$ cat config.mk
export PLATFORM = sky130hd
export DESIGN_NAME = stable_edge_counter
export DESIGN_NICKNAME = d
export VERILOG_FILES = /design/src/rtl/stable_edge_counter.sv
export SDC_FILE = /design/constraint.sdc
export NUM_CORES = 1
export LEC_CHECK = 0
export CAP_MARGIN = 25
export CORE_MARGIN = 5
export CORE_UTILIZATION = 50
export CTS_BUF_LIST = sky130_fd_sc_hd__clkbuf_8
export DETAILED_ROUTE_END_ITERATION = 10
export PLACE_DENSITY = 0.75
export SLEW_MARGIN = 30
export SYNTH_ARGS = -nofsm -noshare
export SYNTH_HDL_FRONTEND = slang
export SYNTH_SLANG_ARGS = --single-unit
$ cat constraint.sdc
create_clock -name clock -period 5 [get_ports clock]
set_clock_uncertainty 0.15 [all_clocks]
set_input_delay 0.5 -clock clock [delete_from_list [all_inputs] [get_ports clock]]
set_output_delay 0.5 -clock clock [all_outputs]
set_load 0.01 [all_outputs]
$ cat src/rtl/stable_edge_counter.sv
// stable_edge_counter
// Glitch filter and rising-edge counter for the serial output of the
// upstream delay chain. A new level on `a` must hold for M consecutive
// samples before it is accepted. Acceptance then produces a one-cycle
// rise/fall pulse, and accepted rises bump a saturating W-bit count.

module stable_edge_counter #(
  parameter int M = 3,
  parameter int W = 8
) (
  input  logic         clock,
  input  logic         reset,
  input  logic         a,
  input  logic         clear,
  output logic         level,
  output logic         rise,
  output logic         fall,
  output logic [W-1:0] count,
  output logic         busy
);

  typedef enum logic [1:0] {
    LOW     = 2'd0,
    RISING  = 2'd1,
    HIGH    = 2'd2,
    FALLING = 2'd3
  } state_t;

  // M widened by one bit so that run+1 cannot overflow in the compare
  localparam logic [4:0] MLIM = 5'(M);

  state_t         state_q, state_d;
  logic [3:0]     run_q, run_d;
  logic           rise_q, rise_d;
  logic           fall_q, fall_d;
  logic [W-1:0]   count_q, count_d;
  logic [4:0]     runNext;

  assign runNext = {1'b0, run_q} + 5'd1;

  // Next-state, run length and pulse decisions for the debounce FSM
  always_comb begin
    state_d = state_q;
    run_d   = run_q;
    rise_d  = 1'b0;
    fall_d  = 1'b0;
    case (state_q)
      LOW: begin
        if (a) begin
          if (M == 1) begin
            state_d = HIGH;
            rise_d  = 1'b1;
          end else begin
            state_d = RISING;
            run_d   = 4'd1;
          end
        end
      end
      RISING: begin
        if (!a) begin
          state_d = LOW;
          run_d   = 4'd0;
        end else if (runNext < MLIM) begin
          run_d = runNext[3:0];
        end else begin
          state_d = HIGH;
          run_d   = 4'd0;
          rise_d  = 1'b1;
        end
      end
      HIGH: begin
        if (!a) begin
          if (M == 1) begin
            state_d = LOW;
            fall_d  = 1'b1;
          end else begin
            state_d = FALLING;
            run_d   = 4'd1;
          end
        end
      end
      FALLING: begin
        if (a) begin
          state_d = HIGH;
          run_d   = 4'd0;
        end else if (runNext < MLIM) begin
          run_d = runNext[3:0];
        end else begin
          state_d = LOW;
          run_d   = 4'd0;
          fall_d  = 1'b1;
        end
      end
      default: begin
        state_d = LOW;
        run_d   = 4'd0;
      end
    endcase
  end

  // Counter update: clear wins, otherwise count accepted rises and hold at all-ones
  always_comb begin
    count_d = count_q;
    if (clear) begin
      count_d = '0;
    end else if (rise_d && (count_q != {W{1'b1}})) begin
      count_d = count_q + {{(W-1){1'b0}}, 1'b1};
    end
  end

  // State, run, pulse and count registers; reset discards any partial run
  always_ff @(posedge clock) begin
    if (reset) begin
      state_q <= LOW;
      run_q   <= 4'd0;
      rise_q  <= 1'b0;
      fall_q  <= 1'b0;
      count_q <= '0;
    end else begin
      state_q <= state_d;
      run_q   <= run_d;
      rise_q  <= rise_d;
      fall_q  <= fall_d;
      count_q <= count_d;
    end
  end

  assign level = (state_q == HIGH) || (state_q == FALLING);
  assign busy  = (state_q == RISING) || (state_q == FALLING);
  assign rise  = rise_q;
  assign fall  = fall_q;
  assign count = count_q;

endmodule

==> summary.txt <==
Status
  – Outcome: finished clean

Clocking
  – Post-CTS setup buffer count: 0
  – TritonCTS buffer count: 3
  – Clock Latency Late Sink: 0.25 ns
  – Clock slew at reported path FFs: 0.06 ns
  – Clock root buffer: clkbuf_8
  – Post-CTS resize count: 0
  – CTS Sinks: 16
  – Hold Buf Count CTS: 0
  – CTS tree: yes
  – Maximum buffer depth of the clock tree: 2
  – Number of H-tree levels: 1

Placed design
  – Post-place setup slack: 2.72 ns
  – GPL Wtd Cong: 0.808
  – Post-DP HPWL: 1.16 mm
  – Port Buf Inserts: 15
  – Placed instance area: 921 um2

Logic synthesis
  – Seq/Total Area, Yosys: 0.418
  – Count leader, synth: dfxtp_1
  – Mapped Cells: 89
  – Synth unique cells: 35
  – Number of flops mapped to enable cells by yosys: 0
  – Ys flop type: dfxtp_1
  – Synth Cell Area: 767 um2
  – Synth cell count leaders: dfxtp_1, nor2_1, a21oi_1, nand2_1, nor3_1
  – Top-area cell type share of the netlist area: 0.418
  – Synth top area cells: dfxtp_1, a21oi_1, nor3_1
  – Yosys top cell by area: dfxtp_1
  – Synthesized net count: 95
  – Yosys warns: 0
  – Synthesis-stage register bit count: 16
  – Avg Cell Area, Syn: 8.62 um2
  – Ys async rst share: 0

Cells and area
  – # diodes: 0
  – Final design utilization: 0.655
  – Design Area, Final: 976 um2
  – Layout cells sized above 1: 0.0769
  – # fillers: 129
  – Nets: 111
  – Synthesis-to-layout area growth: 27.2%

STA
  – Tightest Pin Transition: 0.442 ns
  – Setup TNS: 0 ns
  – Max Fclk: 0.495 GHz
  – Final count of hold timing violations: 0
  – RSZ-0062 raised after global routing: no
  – Setup ws final: 2.98 ns
  – WHS: 0.320 ns
  – Final Cycle Share: 0.404
  – Final setup fails: 0
  – Final worst path period need: 2.02 ns
  – Slew margin rel.: 0.703
  – Final slew viol count: 0

Power and ir drop
  – Sw frac: 0.213
  – Leak Pwr: 0.000362 uW
  – NetSw: 56.2 uW
  – Sequential Power Share: 0.500
  – Clk pwr share: 0.429
  – Logic pwr share: 0.071
  – Maximum VDD drop: 0.201 mV
  – Total internal power: 208 uW
  – Power per Cell Area: 271 nW/um2

Floorplanning
  – Die ar.: 2420 um2
  – Site row count: 14
  – # IOs: 16
  – DIE WIDTH: 49.2 um
  – Initial Util: 0.515
  – Die height: 49.2 um
  – Core box area: 1490 um2

Routing
  – Iteration-0 DRC Markers: 7
  – Wire length on met3: 61 um
  – DR vias/cell: 5.83
  – Via count: 699
  – First-pass detailed-route iteration total: 4
  – DRT Wirelength: 1.54 mm
  – Average wire per standard cell: 12.9 um
  – Residual DRC: 0
  – Post-route ant nets: 0
  – Top Layer Used: met4
  – Met1 WL: 723 um
  – Detail Route met2 WL: 712 um

Setup path
  – CP Data Required Time: 5.03 ns
  – Crit Path Class: input pin to register
  – Worst setup SP type: input pin
  – Worst-path maximum fanout: 4
  – Critical Path Sink Type: register
  – Worst path arrival time: 2.05 ns

Global route
  – Gr usage total: 0.141
  – Initial antenna violation count: 0
  – Largest net degree at the start of global routing: 11
  – GRT Residual Overflow: 0
  – First-pass GRT wire length: 2.66 mm
  – Vias in the first global route: 607

Hold path
  – Tightest Hold Check Type: register to register

Job
  – Max Cap Viol: 0
[worst max-delay path, stage by stage]
cell and delay [ns]:
clkdlybuf4s50_1 0.50, nor2b_2 0.20, o311a_1 0.20, o2111ai_1 0.17, or3_1 0.34, a21oi_1 0.14
[layout make-up]
type | count | area, um2 | area share
inverters | 3 | 11.3 | 0.0115
clock buffers | 4 | 55.1 | 0.0564
flip-flops and latches | 16 | 320 | 0.328
well taps | 16 | 20.0 | 0.0205
repair buffers | 15 | 150 | 0.154
multi-input cells | 66 | 419 | 0.429
[power by group through the flow]
stage | clock [uW] | sequential (uW) | combinational [uW]
6_report | 113 | 132 | 18.7
3_3_place_gp | 0 | 135 | 18.1
3_5_place_dp | 0 | 135 | 18.6
5_1_grt | 125 | 132 | 21.2
2_1_floorplan | 0 | 133 | 13.6
4_1_cts | 118 | 132 | 18.6
[layout by cell type (no fill, tap or decap), drive strengths merged]
| cell type | instances |
|---|---|
| o311ai | 1 |
| and4 | 1 |
| and3b | 1 |
| a21boi | 1 |
| a21o | 1 |
| o2111ai | 1 |
| nor3 | 6 |
| clkdlybuf4s50 | 15 |
| dfxtp | 16 |
| o211ai | 2 |
| or3 | 4 |
| or2b | 1 |
| nand2 | 6 |
| o41ai | 1 |
| o21ai | 6 |
| or2 | 1 |
| o211a | 1 |
| and3 | 2 |
| nand3 | 3 |
| ha | 2 |
| xnor2 | 1 |
| nand4b | 1 |
| clkbuf | 4 |
| nor2 | 7 |
| inv | 3 |
| nor2b | 1 |
| mux2i | 1 |
| a21oi | 7 |
| and2 | 4 |
| nand4 | 1 |
| o311a | 1 |
| nand2b | 1 |
[metal layers]
layer,up-vias,track usage
met5,-,0
met4,0,0.108
met3,5,0.0275
met2,19,0.204
met1,323,0.179
li1,352,-
[registers in the layout, indices dropped and copies added, names as in the netlist, named ones only]
register  flops
fall          1
state_q       1
rise          1
count         8
run_q         4
[cell families after synthesis]
kind of cell | Yosys count | synth area share
simple gates | 40 | 0.290
fa+ha+maj | 2 | 0.0326
flops | 16 | 0.418
mux | 1 | 0.0131
compound gates | 22 | 0.199
buf+inv | 7 | 0.0359
xor+xnor | 1 | 0.0114
[metrics by stage]
stage,instances,power (uW)
5_1_grt,120,278
4_1_cts,120,268
3_3_place_gp,116,153
6_report,120,264
3_5_place_dp,116,154
2_1_floorplan,89,147
[path summary, 6_finish.rpt]
path | start | to | slack, ns | cells past startpoint
setup / recovery | a | count[5] | 2.98 | 6
hold / removal | run_q[3] | run_q[3] | 0.32 | 1
setup reg to reg | run_q[0] | count[4] | 3.12 | 6
hold reg to reg | run_q[3] | run_q[3] | 0.32 | 1
(Power assumes the default switching activity.)
